`config.mk`:
```
export PLATFORM = sky130hd
export DESIGN_NAME = plab5_mcore_mem_req_net_arb_flat
export DESIGN_NICKNAME = d
export VERILOG_FILES = /design/src/rtl/plab5_mcore_mem_req_net_arb_pkg.sv /design/src/rtl/plab5_mcore_mem_req_net_arb_if.sv /design/src/rtl/plab5_mcore_rr_arb2_starve.sv /design/src/rtl/plab5_mcore_mem_req_net_arb.sv /design/src/flat_wrapper.sv
export SDC_FILE = /design/constraint.sdc
export NUM_CORES = 1
export LEC_CHECK = 0
export ABC_AREA = 1
export ABC_CLOCK_PERIOD_IN_PS = 4100
export BUFFER_PORTS_ARGS = -buffer_cell sky130_fd_sc_hd__buf_2
export CORE_AREA = 10 10 115 117
export CTS_BUF_LIST = sky130_fd_sc_hd__clkbuf_8
export DETAILED_ROUTE_END_ITERATION = 8
export DIE_AREA = 0 0 125 127
export PLACE_DENSITY = 0.93
export SLEW_MARGIN = 40
export SYNTH_ARGS = -nofsm -noshare
export SYNTH_HDL_FRONTEND = slang
export SYNTH_SLANG_ARGS = --single-unit
```
`constraint.sdc`:
```
create_clock -name clk -period 4.1 [get_ports clk]
set_input_delay 0.82 -clock clk [delete_from_list [all_inputs] [get_ports clk]]
set_output_delay 0.82 -clock clk [all_outputs]
set_load 0.005 [all_outputs]
```
`src/rtl/plab5_mcore_mem_req_net_arb_pkg.sv`:
```
// Shared definitions for the per-core memory-request network arbiter.
// Latency: none (types, constants and helpers only).
// Backpressure: not applicable.
package plab5_mcore_mem_req_net_arb_pkg;

   // Domain-switch FSM encodings
   typedef enum logic {
      RUN   = 1'b0,
      SCRUB = 1'b1
   } arb_state_t;

   // Request source indices
   localparam logic SRC_INST = 1'b0;
   localparam logic SRC_DATA = 1'b1;

   // Index of the source that did not win
   function automatic logic other_src(input logic src);
      return ~src;
   endfunction

endpackage

```
`src/rtl/plab5_mcore_mem_req_net_arb_if.sv`:
```
// Split network-message channel: control part, data part and security domain tag.
// Latency: none (wires only).
// Backpressure: val/rdy handshake, transfer on val && rdy.
interface plab5_mcore_mem_req_net_arb_if #(
   parameter int p_ctrl_nbits = 50,
   parameter int p_data_nbits = 32
);
   logic                    val;
   logic                    rdy;
   logic [p_ctrl_nbits-1:0] msg_control;
   logic [p_data_nbits-1:0] msg_data;
   logic                    domain;

   modport master (output val, msg_control, msg_data, domain, input rdy);
   modport slave  (input val, msg_control, msg_data, domain, output rdy);
endinterface

```
`src/rtl/plab5_mcore_rr_arb2_starve.sv`:
```
// Two-input round-robin arbiter with per-source starvation counters.
// Latency: winner is combinational; pointer/counters update on the accept edge.
// Backpressure: state only advances when the caller reports an accept.
module plab5_mcore_rr_arb2_starve
   import plab5_mcore_mem_req_net_arb_pkg::*;
#(
   parameter int p_starve_limit = 8
)(
   input  logic clk,
   input  logic reset,
   input  logic req0,
   input  logic req1,
   input  logic accept,
   output logic winner
);

   localparam int CW = $clog2(p_starve_limit + 1);
   localparam logic [CW-1:0] LIMIT = CW'(p_starve_limit);

   logic          prio_ptr;
   logic [CW-1:0] starve0;
   logic [CW-1:0] starve1;

   // Pick the winner: lone requester, then starved source (1 over 0), then pointer
   always_comb begin
      winner = prio_ptr;
      if (req0 && !req1) begin
         winner = SRC_INST;
      end else if (req1 && !req0) begin
         winner = SRC_DATA;
      end else if (req0 && req1) begin
         if (starve1 == LIMIT) begin
            winner = SRC_DATA;
         end else if (starve0 == LIMIT) begin
            winner = SRC_INST;
         end
      end
   end

   // Rotate the pointer and track consecutive losses of a requesting loser
   always_ff @(posedge clk) begin
      if (reset) begin
         prio_ptr <= SRC_INST;
         starve0  <= '0;
         starve1  <= '0;
      end else if (accept) begin
         prio_ptr <= other_src(winner);
         if (winner == SRC_INST) begin
            starve0 <= '0;
            if (req1 && starve1 != LIMIT) begin
               starve1 <= starve1 + CW'(1);
            end
         end else begin
            starve1 <= '0;
            if (req0 && starve0 != LIMIT) begin
               starve0 <= starve0 + CW'(1);
            end
         end
      end
   end

endmodule

```
`src/rtl/plab5_mcore_mem_req_net_arb.sv`:
```
// Arbitrates instruction/data memory requests onto one network injection port.
// Latency: 1 cycle accept-to-out_val; 2 bubbles whenever the security domain changes.
// Backpressure: one-entry buffer, refill allowed in the same cycle it drains.
module plab5_mcore_mem_req_net_arb
   import plab5_mcore_mem_req_net_arb_pkg::*;
#(
   parameter int p_ctrl_nbits   = 50,
   parameter int p_data_nbits   = 32,
   parameter int p_starve_limit = 8
)(
   input  logic clk,
   input  logic reset,
   plab5_mcore_mem_req_net_arb_if.slave  in0,
   plab5_mcore_mem_req_net_arb_if.slave  in1,
   plab5_mcore_mem_req_net_arb_if.master out,
   output logic grant_src
);

   arb_state_t              state;
   logic                    buf_full;
   logic [p_ctrl_nbits-1:0] buf_ctrl;
   logic [p_data_nbits-1:0] buf_data;
   logic                    buf_domain;
   logic                    buf_src;
   logic                    last_domain;
   logic                    pend_domain;

   logic                    winner;
   logic                    win_val;
   logic                    win_domain;
   logic [p_ctrl_nbits-1:0] win_ctrl;
   logic [p_data_nbits-1:0] win_data;
   logic                    space;
   logic                    can_accept;
   logic                    dom_mismatch;
   logic                    accept;
   logic                    go_scrub;

   plab5_mcore_rr_arb2_starve #(
      .p_starve_limit (p_starve_limit)
   ) u_arb (
      .clk    (clk),
      .reset  (reset),
      .req0   (in0.val),
      .req1   (in1.val),
      .accept (accept),
      .winner (winner)
   );

   // Winner's message, handshake qualification and scrub trigger
   always_comb begin
      win_val    = winner ? in1.val         : in0.val;
      win_domain = winner ? in1.domain      : in0.domain;
      win_ctrl   = winner ? in1.msg_control : in0.msg_control;
      win_data   = winner ? in1.msg_data    : in0.msg_data;
      space      = !buf_full || out.rdy;
      can_accept = space && (state == RUN);
      // Any domain change must go through SCRUB first, even with an empty buffer,
      // so a mismatched winner is never accepted directly.
      dom_mismatch = (win_domain != last_domain);
      accept     = !reset && can_accept && win_val && !dom_mismatch;
      go_scrub   = !reset && can_accept && win_val && dom_mismatch;
      in0.rdy    = accept && (winner == SRC_INST);
      in1.rdy    = accept && (winner == SRC_DATA);
   end

   assign out.val         = buf_full;
   assign out.msg_control = buf_ctrl;
   assign out.msg_data    = buf_data;
   assign out.domain      = buf_domain;
   assign grant_src       = buf_src;

   // Output buffer and domain-switch FSM
   always_ff @(posedge clk) begin
      if (reset) begin
         state       <= RUN;
         buf_full    <= 1'b0;
         buf_ctrl    <= '0;
         buf_data    <= '0;
         buf_domain  <= 1'b0;
         buf_src     <= SRC_INST;
         last_domain <= 1'b0;
         pend_domain <= 1'b0;
      end else begin
         case (state)
            RUN: begin
               if (accept) begin
                  buf_full   <= 1'b1;
                  buf_ctrl   <= win_ctrl;
                  buf_data   <= win_data;
                  buf_domain <= win_domain;
                  buf_src    <= winner;
               end else if (go_scrub) begin
                  // Old-domain contents are wiped on entry so they are never visible
                  // while the new domain is being admitted.
                  state       <= SCRUB;
                  pend_domain <= win_domain;
                  buf_full    <= 1'b0;
                  buf_ctrl    <= '0;
                  buf_data    <= '0;
                  buf_domain  <= 1'b0;
                  buf_src     <= SRC_INST;
               end else if (buf_full && out.rdy) begin
                  buf_full <= 1'b0;
               end
            end
            SCRUB: begin
               state       <= RUN;
               last_domain <= pend_domain;
               buf_full    <= 1'b0;
               buf_ctrl    <= '0;
               buf_data    <= '0;
               buf_domain  <= 1'b0;
               buf_src     <= SRC_INST;
            end
            default: state <= RUN;
         endcase
      end
   end

endmodule

```
`src/flat_wrapper.sv`:
```
// flat-port wrapper written by rule: the top's interface ports become plain ports
module plab5_mcore_mem_req_net_arb_flat import plab5_mcore_mem_req_net_arb_pkg::*;
#(
   parameter int p_ctrl_nbits   = 50,
   parameter int p_data_nbits   = 32,
   parameter int p_starve_limit = 8
)
  (clk, reset, grant_src, in0_val, in0_msg_control, in0_msg_data, in0_domain, in0_rdy, in1_val, in1_msg_control, in1_msg_data, in1_domain, in1_rdy, out_val, out_msg_control, out_msg_data, out_domain, out_rdy);
  plab5_mcore_mem_req_net_arb_if #(.p_ctrl_nbits(p_ctrl_nbits), .p_data_nbits(p_data_nbits)) in0_i ();
  plab5_mcore_mem_req_net_arb_if #(.p_ctrl_nbits(p_ctrl_nbits), .p_data_nbits(p_data_nbits)) in1_i ();
  plab5_mcore_mem_req_net_arb_if #(.p_ctrl_nbits(p_ctrl_nbits), .p_data_nbits(p_data_nbits)) out_i ();
  input  logic clk;
  input  logic reset;
  output logic grant_src;
  input wire logic [$bits(in0_i.val)-1:0] in0_val;
  input wire logic [$bits(in0_i.msg_control)-1:0] in0_msg_control;
  input wire logic [$bits(in0_i.msg_data)-1:0] in0_msg_data;
  input wire logic [$bits(in0_i.domain)-1:0] in0_domain;
  output wire logic [$bits(in0_i.rdy)-1:0] in0_rdy;
  input wire logic [$bits(in1_i.val)-1:0] in1_val;
  input wire logic [$bits(in1_i.msg_control)-1:0] in1_msg_control;
  input wire logic [$bits(in1_i.msg_data)-1:0] in1_msg_data;
  input wire logic [$bits(in1_i.domain)-1:0] in1_domain;
  output wire logic [$bits(in1_i.rdy)-1:0] in1_rdy;
  output wire logic [$bits(out_i.val)-1:0] out_val;
  output wire logic [$bits(out_i.msg_control)-1:0] out_msg_control;
  output wire logic [$bits(out_i.msg_data)-1:0] out_msg_data;
  output wire logic [$bits(out_i.domain)-1:0] out_domain;
  input wire logic [$bits(out_i.rdy)-1:0] out_rdy;
  assign in0_i.val = in0_val;
  assign in0_i.msg_control = in0_msg_control;
  assign in0_i.msg_data = in0_msg_data;
  assign in0_i.domain = in0_domain;
  assign in0_rdy = in0_i.rdy;
  assign in1_i.val = in1_val;
  assign in1_i.msg_control = in1_msg_control;
  assign in1_i.msg_data = in1_msg_data;
  assign in1_i.domain = in1_domain;
  assign in1_rdy = in1_i.rdy;
  assign out_val = out_i.val;
  assign out_msg_control = out_i.msg_control;
  assign out_msg_data = out_i.msg_data;
  assign out_domain = out_i.domain;
  assign out_i.rdy = out_rdy;
  plab5_mcore_mem_req_net_arb #(.p_ctrl_nbits(p_ctrl_nbits), .p_data_nbits(p_data_nbits), .p_starve_limit(p_starve_limit)) u_core (.clk(clk), .reset(reset), .in0(in0_i), .in1(in1_i), .out(out_i), .grant_src(grant_src));
endmodule
```
==> summary.md, run 1 <==
| Metric | Value |
|---|---|
| Worst R2R Setup Slack | 1310 ps |
| Clk sink count | 97 |
| Die ar. | 15880 sq um |
| Pins Over Slew Limit | 0 |
| Leak Pwr | 3.292 nW |
| Hold Vio Cnt, Final | 0 |
| Worst Path Required | 3280 ps |
| Syn_area_per_cell | 7.040 sq um |
| Most frequent cells in the layout | 353 x nand2_1, 256 x buf_2, 97 x dfxtp_1 |
| First-pass GRT wire length | 26.14 mm |
| Total Wirelength | 16.46 mm |
| Cell count after synthesis | 755 |
| Clk Latency, worst-skew pair | 350 ps |
| Chip height | 127 um |
| Syn_nets | 930 |
| Initial Util | 47.77% |
| Max-cap viol count | 0 |
| Status | finished clean |
| TritonRoute pass-1 iters | 5 |
| DRC violations left | 0 |
| Nets | 1148 |
| RSZ-0062 raised after global routing | false |
| F_max | 319.7 MHz |
| Diode count | 0 |
| Post-CTS setup repair buffer count | 0 |
| Area Overhead vs Synth | 25.87% |
| Largest net degree at the start of global routing | 95 |
| Final setup violation count | 0 |
| WS Path Type | reg2out |
| Rows | 39 |
| Critical path arrival | 2310 ps |
| Critical Path Fanout Max | 45 |
| I/O pin cnt | 258 |
| Total negative slack | 0 ps |
| Clk buf depth | 2 |
| GRT Util Overall | 19.18% |
| Clock slew at reported path FFs | 90 ps |
| Post-detail-place hpwl | 12.17 mm |
| Worst vdd ir | 191.1 uV |
| Core Util, Final | 60.13% |
| Critical path endpoint category | primary output |
| Slew headroom | 49.60% |
| Initial antenna violation count | 0 |
| Most common cell after layout, fill and taps aside | nand2_1 |
| Cts repair resizes | 0 |
| Root Driver | clkbuf_8 |
| Sequential share of the synthesized area | 36.53% |
| CP startpoint kind | register |
| DR vias/cell | 4.996 |
| Routed len/inst | 14.69 um |
| Post-route minimum period | 3128 ps |
| Num CTS Buffers | 9 |
| Final period utilization | 76.28% |
| TritonCTS clock tree | yes |
| Core region area | 11130 sq um |
| Iter 0 DRT Violations | 330 |
| Via count | 5600 |
| ANT nets after route | 0 |
| Vias in the first global route | 5392 |
| Die width | 125 um |
| CTS Hold Buffers Added | 0 |
| Mapped Area | 5315 sq um |
| Layout cells sized above 1 | 38.14% |
| Port bufs | 257 |
| Synth Warn # | 0 |
| Synth Register Bits | 97 |
| Power Density | 334.7 nW/um^2 |
| Hold crit path type | reg2reg |
| GRT overflow | 0 |
| Worst-Margin Slew | 756.0 ps |
| Setup Skew | 10.41 ps |
| H-Tree Level Count | 3 |
| RD Place Congestion | 0.8154 |
| Count of cell types in the netlist | 26 |
[layer usage]
layer / part of all wire [%] / vias up / track usage, %
met2: 49 / 217 / 33.54
met3: 8.6 / 25 / 6.121
met4: 2.3 / 0 / 6.775
met1: 40 / 2508 / 21.55
met5: 0 / - / 0
li1: - / 2850 / -
[where the power goes]
group	switching (mW)	leakage [nW]	internal [mW]	total, mW
sequential	0.0267	0.788	0.995	1.02
combinational	0.395	2.39	0.218	0.613
clock	0.314	0.110	0.291	0.605
total	0.735	3.29	1.50	2.24
[path summary, 6_finish.rpt]
check | from | endpoint | cells after the start
hold / removal | u_core.out.msg_data[21] | u_core.out.msg_data[21] | 2
hold reg to reg | u_core.out.msg_data[21] | u_core.out.msg_data[21] | 2
setup reg to reg | u_core.u_arb.starve0[0] | u_core.u_arb.starve0[1] | 12
setup / recovery | u_core.u_arb.starve0[0] | in1_rdy | 10
[synth_stat cells (all sizes together)]
cell type | count | share of area (%)
nand2 | 357 | 25
dfxtp | 97 | 37
a21oi | 96 | 9.7
nand3 | 94 | 16
buf | 40 | 5.6
inv | 20 | 1.4
clkbuf | 18 | 1.3
nor2 | 13 | 0.92
nand4 | 8 | 0.94
ha | 4 | 0.94
xnor2 | 2 | 0.33
clkinv | 1 | 0.071
nor3 | 1 | 0.31
o21ai | 1 | 0.094
o21bai | 1 | 0.35
or2 | 1 | 0.12
xor2 | 1 | 0.16
[worst max-delay path, stage by stage, from the launching register on]
cell and delay (ps):
dfxtp_1 420, inv_1 70, ha_1 200, nand3_2 80
nand2_1 70, nand2_2 100, nand2_2 90, inv_2 500
nand3_1 220, inv_1 90, buf_2 110
[state kept, by name, summed over array words and instances (netlist names)]
name,cells
u_core.out.domain,1
u_core.pend_domain,1
u_core.state,1
u_core.out.msg_control,50
u_core.last_domain,1
u_core.u_arb.starve1,4
u_core.u_arb.starve0,4
u_core.u_arb.prio_ptr,1
u_core.grant_src,1
u_core.out.msg_data,32
u_core.out.val,1
[cells by family after synthesis]
kind of cell | synth area share (%)
adder cells (fa/ha/maj) | 0.9417
XOR/XNOR | 0.4944
AND/OR/NAND/NOR | 43.50
AO/OA/AOI/OAI | 10.19
flip-flops | 36.53
buffers and inverters | 8.333
[per-stage QoR]
stage / hold WS, ps / cells / cell area (sq um) / setup slack [ps] / total power [mW]
2_1_floorplan: 441.8 / 755 / 5315 / 1496 / 1.486
3_3_place_gp: 448.6 / 1105 / 6496 / 1042 / 1.644
3_5_place_dp: 452.0 / 1105 / 6500 / 1008 / 1.658
4_1_cts: 465.2 / 1121 / 6689 / 926.3 / 2.257
5_1_grt: 479.4 / 1121 / 6690 / 741.1 / 2.368
6_report: 464.7 / 1121 / 6690 / 972.4 / 2.239
[cell type report]
cell class / count / area, sq um
Tap cell: 143 / 178.9
Fill cell: 1019 / 4436
Sequential cell: 97 / 1942
Timing Repair Buffer: 265 / 1365
Multi-Input combinational cell: 579 / 2935
Clock inverter: 6 / 51.30
Inverter: 21 / 80.08
Clock buffer: 10 / 137.6
Power figures use the tool's default switching activity.
==> run 2, diff against run 1 <==
--- a/config.mk
+++ b/config.mk
@@ -6,13 +6,13 @@
 export NUM_CORES = 1
 export LEC_CHECK = 0
 export ABC_AREA = 1
-export ABC_CLOCK_PERIOD_IN_PS = 4100
+export ABC_CLOCK_PERIOD_IN_PS = 3100
 export BUFFER_PORTS_ARGS = -buffer_cell sky130_fd_sc_hd__buf_2
-export CORE_AREA = 10 10 115 117
+export CORE_AREA = 10 10 117 119
 export CTS_BUF_LIST = sky130_fd_sc_hd__clkbuf_8
 export DETAILED_ROUTE_END_ITERATION = 8
-export DIE_AREA = 0 0 125 127
-export PLACE_DENSITY = 0.93
+export DIE_AREA = 0 0 127 129
+export PLACE_DENSITY = 0.9
 export SLEW_MARGIN = 40
 export SYNTH_ARGS = -nofsm -noshare
 export SYNTH_HDL_FRONTEND = slang
==> constraint.sdc (replaced) <==
create_clock -name clk -period 3.1 [get_ports clk]
set_input_delay 0.62 -clock clk [delete_from_list [all_inputs] [get_ports clk]]
set_output_delay 0.62 -clock clk [all_outputs]
set_load 0.005 [all_outputs]
==> summary.md, run 2 (synthesized netlist as in run 1, its figures left out) <==
| Metric | Value |
|---|---|
| Total negative slack | 0 ps (unchanged) |
| Hold crit path type | reg2reg |
| Post-detail-place hpwl | 12.54 mm (+3.0%) |
| Worst vdd ir | 257.7 uV (+35%) |
| Iter 0 DRT Violations | 326 (-1.2%) |
| Port bufs | 257 (unchanged) |
| Switch Pwr | 1.009 mW (+37%) |
| Max-cap viol count | 0 (unchanged) |
| Switch share | 33.63% (+0.78 points) |
| Clk pwr share | 27.8% (+0.8 points) |
| Combined area of the multi-input logic cells | 2935 sq um (unchanged) |
| RSZ-0062 raised after global routing | false |
| Gate power share | 27.1% (-0.3 points) |
| Chip height | 129 um (+1.6%) |
| I/O pin cnt | 258 (unchanged) |
| Slowest-stage cell, CP | dfxtp_1 |
| Rows | 39 (unchanged) |
| Most common cell after layout, fill and taps aside | nand2_1 |
| Final Cell Area | 6730 sq um (+0.60%) |
| Clk Latency, worst-skew pair | 360 ps (about the same) |
| Root Driver | clkbuf_8 |
| ANT nets after route | 0 (unchanged) |
| Slew headroom | 50.28% (+0.68 points) |
| Clock slew at reported path FFs | 100 ps (about the same) |
| # fillers | 1080 (+6.0%) |
| Leak Pwr | 3.295 nW (about the same) |
| Pint | 1.991 mW (+32%) |
| CP peak stage delay | 430 ps (-70 ps) |
| Die width | 127 um (+1.6%) |
| Routed len/inst | 14.61 um (-0.52%) |
| H-Tree Level Count | 3 (unchanged) |
| Clk buf depth | 2 (unchanged) |
| Setup Skew | 13.72 ps (+3.306 ps) |
| Largest net degree at the start of global routing | 95 (unchanged) |
| GRT overflow | 0 (unchanged) |
| WS Path Type | reg2out |
| GRT Util Overall | 18.60% (-0.58 points) |
| Via count | 5568 (-0.57%) |
| Critical path arrival | 2210 ps (-100 ps) |
| DP Worst Slack | 490.7 ps (-516.9 ps) |
| Post-Layout Cell Count | 1124 (+0.27%) |
| Initial Util | 46.95% (-0.82 points) |
| Die ar. | 16380 sq um (+3.2%) |
| Reg power frac | 45.1% (-0.5 points) |
| Vias in the first global route | 5316 (-1.4%) |
| Pins Over Slew Limit | 0 (unchanged) |
| Post-route minimum period | 2828 ps |
| Worst Path Required | 2480 ps (-800 ps) |
| RD Place Congestion | 0.8689 (+6.6%) |
| TritonRoute pass-1 iters | 4 (-1) |
| Number of flip-flops in the largest register | 50 (unchanged) |
| Critical Path Fanout Max | 20 (-56%) |
| Placed insts | 1108 (+0.27%) |
| Worst-Margin Slew | 745.8 ps (-10.22 ps) |
| Final setup violation count | 0 (unchanged) |
| CP startpoint kind | register |
| Area Overhead vs Synth | 26.62% |
| Final period utilization | 91.23% |
| F_max | 353.6 MHz |
| Diode count | 0 (unchanged) |
| Nets | 1151 (+0.26%) |
| Total Wirelength | 16.42 mm (-0.25%) |
| Most used cell, CP | nand2_1 |
| Power Density | 445.6 nW/um^2 (+33%) |
| Post-DP Area | 6523 sq um (+0.35%) |
| First-pass GRT wire length | 25.64 mm (-1.9%) |
| Initial antenna violation count | 0 (unchanged) |
| Post-CTS setup repair buffer count | 0 (unchanged) |
| Hold Vio Cnt, Final | 0 (unchanged) |
| Layout cells sized above 1 | 38.63% (+0.49 points) |
| Crit-path cells | inv_1 -> ha_1 -> nand3_2 -> nand2_1 -> nand2_2 -> nand2_2 -> nand2_1 -> nand3_1 -> nand2_4 -> nand2_1 -> nor2_1 -> buf_2 |
| DR vias/cell | 4.954 (-0.84%) |
| Status | finished clean |
| Num CTS Buffers | 9 (unchanged) |
| Core region area | 11320 sq um (+1.8%) |
| Most frequent cells in the layout | 353 x nand2_1, 256 x buf_2, 97 x dfxtp_1 |
| Sequential Area | 1942 sq um (unchanged) |
| Worst Slack Setup Final | 271.8 ps (-700.5 ps) |
| Critical path endpoint category | primary output |
| DRC violations left | 0 (unchanged) |
| TritonCTS clock tree | yes |
| Clk sink count | 97 (unchanged) |
==> run 2: cell types whose count changed in the layout (fill, tap and decap cells not counted), moves of 2 or more <==
cell	before	now
clkinv_2	3	0
inv_1	19	16
clkinvlp_4	0	2
buf_4	7	9
clkinv_4	0	3
==> run 2: per-stage QoR <==
stage	hold WS, ps	power (mW)	utilization, %
2_1_floorplan	441.8	1.965	-
3_3_place_gp	448.5	2.180	57.58
3_5_place_dp	452.8	2.194	57.61
4_1_cts	466.8	3.029	59.42
5_1_grt	483.7	3.182	59.45
6_report	465.8	2.999	59.45
==> run 2: final cells by class <==
class | instances | share of cell area (%)
clock buffer | 9 | 1.840
clock inverter | 7 | 1.190
inverter | 21 | 1.171
multi-input combinational | 579 | 43.61
sequential | 97 | 28.85
tap | 143 | 2.658
timing repair buffer | 268 | 20.67
==> run 2: metal layers <==
layer	track usage [%]	part of all wire, %
met3	6.489	9.3
met1	20.57	40
met4	5.894	1.2
met2	32.78	49
met5	0	0
==> run 2: path summary, 6_finish.rpt <==
check	from	endpoint	slack (ps)	depth (start not counted)
worst max register to register	u_core.u_arb.starve1[0]	u_core.u_arb.starve0[3]	660	14
worst min register to register	u_core.out.msg_control[48]	u_core.out.msg_control[48]	470	2
worst min-delay path	u_core.out.msg_control[48]	u_core.out.msg_control[48]	470	2
worst max-delay path	u_core.u_arb.starve0[0]	in0_rdy	270	12
==> run 2: worst max-delay path, delay by kind of cell, from the launching register on <==
kind	cells	cell delay, ps
buffers and inverters	2	200
adders and majority gates	1	200
and+or+nand+nor	9	1000
DFF	1	430
==> run 2: power groups by stage <==
stage          Combinational, mW  Sequential [mW]  Clock, mW
4_1_cts                    0.817             1.35      0.859
3_3_place_gp               0.803             1.38          0
2_1_floorplan              0.580             1.39          0
6_report                   0.813             1.35      0.833
5_1_grt                    0.909             1.36      0.912
3_5_place_dp               0.814             1.38          0
==> run 2: repair_timing <==
action,4_1_cts,5_1_grt
hold buffers,0,0
gates resized for setup,0,1
endpoints found under the setup margin,0,1
==> run 3, diff against run 2 <==
--- a/config.mk
+++ b/config.mk
@@ -5,14 +5,14 @@
 export SDC_FILE = /design/constraint.sdc
 export NUM_CORES = 1
 export LEC_CHECK = 0
-export ABC_AREA = 1
 export ABC_CLOCK_PERIOD_IN_PS = 3100
 export BUFFER_PORTS_ARGS = -buffer_cell sky130_fd_sc_hd__buf_2
-export CORE_AREA = 10 10 117 119
+export CORE_AREA = 10 10 105 107
 export CTS_BUF_LIST = sky130_fd_sc_hd__clkbuf_8
 export DETAILED_ROUTE_END_ITERATION = 8
-export DIE_AREA = 0 0 127 129
+export DIE_AREA = 0 0 115 117
 export PLACE_DENSITY = 0.9
+export SKIP_LAST_GASP = 1
 export SLEW_MARGIN = 40
 export SYNTH_ARGS = -nofsm -noshare
 export SYNTH_HDL_FRONTEND = slang
==> summary.md, run 3 <==
| Metric | Value |
|---|---|
| Area leader, netlist | dfxtp_1 |
| Pins Over Slew Limit | 0 (unchanged) |
| Mapped Area | 3756 sq um (-29%) |
| Post-Layout Cell Count | 730 (-35%) |
| Worst-Margin Slew | 643.7 ps (-102.1 ps) |
| Worst R2R Setup Slack | 610 ps (-50 ps) |
| Critical Path Fanout Max | 6 (-70%) |
| Die ar. | 13460 sq um (-18%) |
| Post-CTS setup repair buffer count | 0 (unchanged) |
| Max-cap viol count | 0 (unchanged) |
| Hold Vio Cnt, Final | 0 (unchanged) |
| Die width | 115 um (-9.4%) |
| Top FF cell, synth | dfxtp_1 |
| Num CTS Buffers | 9 (unchanged) |
| Most common cell after layout, fill and taps aside | buf_2 |
| Sequential share of the synthesized area | 51.70% (+15 points) |
| Ys async rst share | 0% (unchanged) |
| Nets | 789 (-31%) |
| Vias in the first global route | 4329 (-19%) |
| GRT Util Overall | 18.94% (+0.34 points) |
| Post-route minimum period | 2776 ps (-52.56 ps) |
| Pint | 1.932 mW (-2.9%) |
| Worst r2r src | u_core.u_arb.starve1[0] |
| Via count | 4247 (-24%) |
| Initial antenna violation count | 0 (unchanged) |
| DRC violations left | 10 (+10) |
| Switch share | 27.43% (-6.2 points) |
| Number of flip-flops in the largest register | 50 (unchanged) |
| F_max | 360.3 MHz (+1.9%) |
| Total Wirelength | 14.18 mm (-14%) |
| Clk sink count | 97 (unchanged) |
| Ranking of synthesized cells by area | dfxtp_1 52%, a222oi_1 22%, nor2_1 8.9% |
| CP peak stage delay | 430 ps (about the same) |
| Synth cell count leaders | 97 x dfxtp_1, 89 x nor2_1, 82 x a222oi_1 |
| First-pass GRT wire length | 20.80 mm (-19%) |
| Core region area | 9021 sq um (-20%) |
| Hold path start | u_core.out.domain |
| Port bufs | 257 (unchanged) |
| Count of cell types in the netlist | 37 (+42%) |
| Gate power share | 17.0% (-10 points) |
| End of the worst register-to-register path | u_core.out.msg_control[20] |
| Slew headroom | 57.09% (+6.8 points) |
| Syn_area_per_cell | 9.990 sq um (+42%) |
| Failing checks | design-rule violations |
| Total negative slack | 0 ps (unchanged) |
| Power Density | 505.0 nW/um^2 (+13%) |
| Routed len/inst | 19.43 um (+33%) |
| Iter 0 DRT Violations | 650 (+99%) |
| Rows | 35 (-10%) |
| Syn_nets | 551 (-41%) |
| Setup Skew | 17.92 ps (+4.201 ps) |
| Area Overhead vs Synth | 40.34% |
| Chip height | 117 um (-9.3%) |
| Worst vdd ir | 294.8 uV (+14%) |
| Diode count | 0 (unchanged) |
| Buf+Inv Stages, Crit Path | 3 (+1) |
| Count leader, synth | dfxtp_1 |
| Top-area cell type share of the netlist area | 51.70% (+15 points) |
| CP top delay family | simple AND/OR/NAND/NOR gates |
| Post-synth EDFFs | 0 (unchanged) |
| TritonCTS clock tree | yes |
| RD Place Congestion | 0.8105 (-6.7%) |
| Worst Path Required | 2480 ps (about the same) |
| DR vias/cell | 5.818 (+17%) |
| WS Path Type | reg2out |
| Clk pwr share | 32.4% (+4.6 points) |
| Status | finished, violations left |
| Reg power frac | 50.7% (+5.6 points) |
| Layout cells sized above 1 | 46.69% (+8.1 points) |
| Worst hold path cell count | 2 (unchanged) |
| Post-detail-place hpwl | 10.76 mm (-14%) |
| Final period utilization | 89.54% (-1.7 points) |
| Cell count after synthesis | 376 (-50%) |
| Cts repair resizes | 0 (unchanged) |
| H-Tree Level Count | 3 (unchanged) |
| Placed insts | 714 (-36%) |
| RSZ-0062 raised after global routing | false |
| I/O pin cnt | 258 (unchanged) |
| Synth Warn # | 0 (unchanged) |
| Final setup violation count | 0 (unchanged) |
| CP startpoint kind | register |
| Initial Util | 41.64% (-5.3 points) |
| Hold crit path type | reg2reg |
| Critical path endpoint category | primary output |
| Switch Pwr | 0.7301 mW (-28%) |
| TritonRoute pass-1 iters | 9 (+5) |
| Most frequent cells in the layout | 257 x buf_2, 97 x dfxtp_1, 89 x nor2_1 |
| End of the worst hold path | u_core.out.domain |
| Root Driver | clkbuf_8 |
| Clk buf depth | 2 (unchanged) |
| Crit-path cells | inv_1 -> ha_1 -> and4b_1 -> a311o_1 -> or2_4 -> clkinv_2 -> buf_2 |
| Clock slew at reported path FFs | 90 ps (about the same) |
| Synth Register Bits | 97 (unchanged) |
| Slowest-stage cell, CP | dfxtp_1 |
| GRT overflow | 0 (unchanged) |
| ANT nets after route | 0 (unchanged) |
| Clk Latency, worst-skew pair | 370 ps (about the same) |
| CTS Hold Buffers Added | 0 (unchanged) |
| R2R depth | 9 (-5) |
| Critical path arrival | 2160 ps (-50 ps) |
| Leak Pwr | 2.534 nW (-23%) |
| Largest net degree at the start of global routing | 91 (-4.2%) |
-- run 3: cell count changes in the layout (fill, tap and decap cells not counted), moves of 6 or more --
| cell | delta |
|---|---|
| a21oi_1 | -79 |
| nand3_1 | -16 |
| nor2_1 | +76 |
| nand2_1 | -349 |
| nand3_2 | -74 |
| nor3_1 | +6 |
| a21oi_2 | -10 |
| a222oi_1 | +82 |
| inv_1 | -10 |
-- run 3: cells by family (layout without fill, tap and decap cells) --
group / Yosys count / count (layout) / synth area share (%)
buffers and inverters: 45 / 288 / 5.895
adders and majority gates: 4 / 4 / 1.332
AOI/OAI and AO/OA: 103 / 103 / 25.28
DFF: 97 / 97 / 51.70
muxes: 3 / 3 / 0.8661
xor gates and xnor gates: 5 / 5 / 1.166
and+or+nand+nor: 119 / 119 / 13.76
-- run 3: cell type report --
cell class	count	area (sq um)
Inverter	8	31.28
Sequential cell	97	1942
Fill cell	806	3750
Clock buffer	10	137.6
Tap cell	111	138.9
Clock inverter	6	75.07
Timing Repair Buffer	264	1343
Multi-Input combinational cell	234	1604
-- run 3: worst max-delay path by stage --
stage	from	slack (ps)	to	cells past startpoint
floorplan	reset	440	in0_rdy	6
global placement	reset	430	u_core.out.msg_control[27]	7
detailed placement	reset	320	u_core.out.msg_control[35]	7
CTS	u_core.u_arb.starve1[0]	330	in0_rdy	7
global route	u_core.u_arb.starve1[0]	250	in0_rdy	7
finish	u_core.u_arb.starve1[0]	320	in0_rdy	7
-- run 3: metrics by stage --
step | hold slack [ps] | setup slack [ps] | cell area (sq um) | util (%) | power, mW
6_report | 462.1 | 324.4 | 5271 | 58.43 | 2.662
5_1_grt | 484.7 | 253.9 | 5271 | 58.43 | 2.785
4_1_cts | 459.8 | 334.0 | 5268 | 58.39 | 2.687
3_5_place_dp | 446.2 | 320.4 | 5055 | 56.03 | 1.827
3_3_place_gp | 446.2 | 434.2 | 5055 | 56.03 | 1.802
2_1_floorplan | 445.3 | 438.8 | 3756 | - | 1.607
-- run 3: worst min-delay path, stage by stage (launching register included) --
cell and delay [ps]:
dfxtp_1 320, nand2_1 50, a21oi_1 50
-- run 3: power by group through the flow --
| stage | Clock [mW] | Sequential (mW) | Combinational (mW) |
|---|---|---|---|
| floorplan | 0 | 1.38 | 0.231 |
| global placement | 0 | 1.37 | 0.429 |
| detailed placement | 0 | 1.37 | 0.452 |
| CTS | 0.886 | 1.35 | 0.453 |
| global route | 0.935 | 1.36 | 0.494 |
| finish | 0.861 | 1.35 | 0.452 |
-- run 3: per-layer routing --
metal / up-vias / GRT usage, % / part of all wire, %
met2: 246 / 33.63 / 51
met3: 24 / 7.492 / 10
met1: 2016 / 19.83 / 37
li1: 1961 / - / -
met4: 0 / 6.766 / 2.0
met5: - / 0 / 0
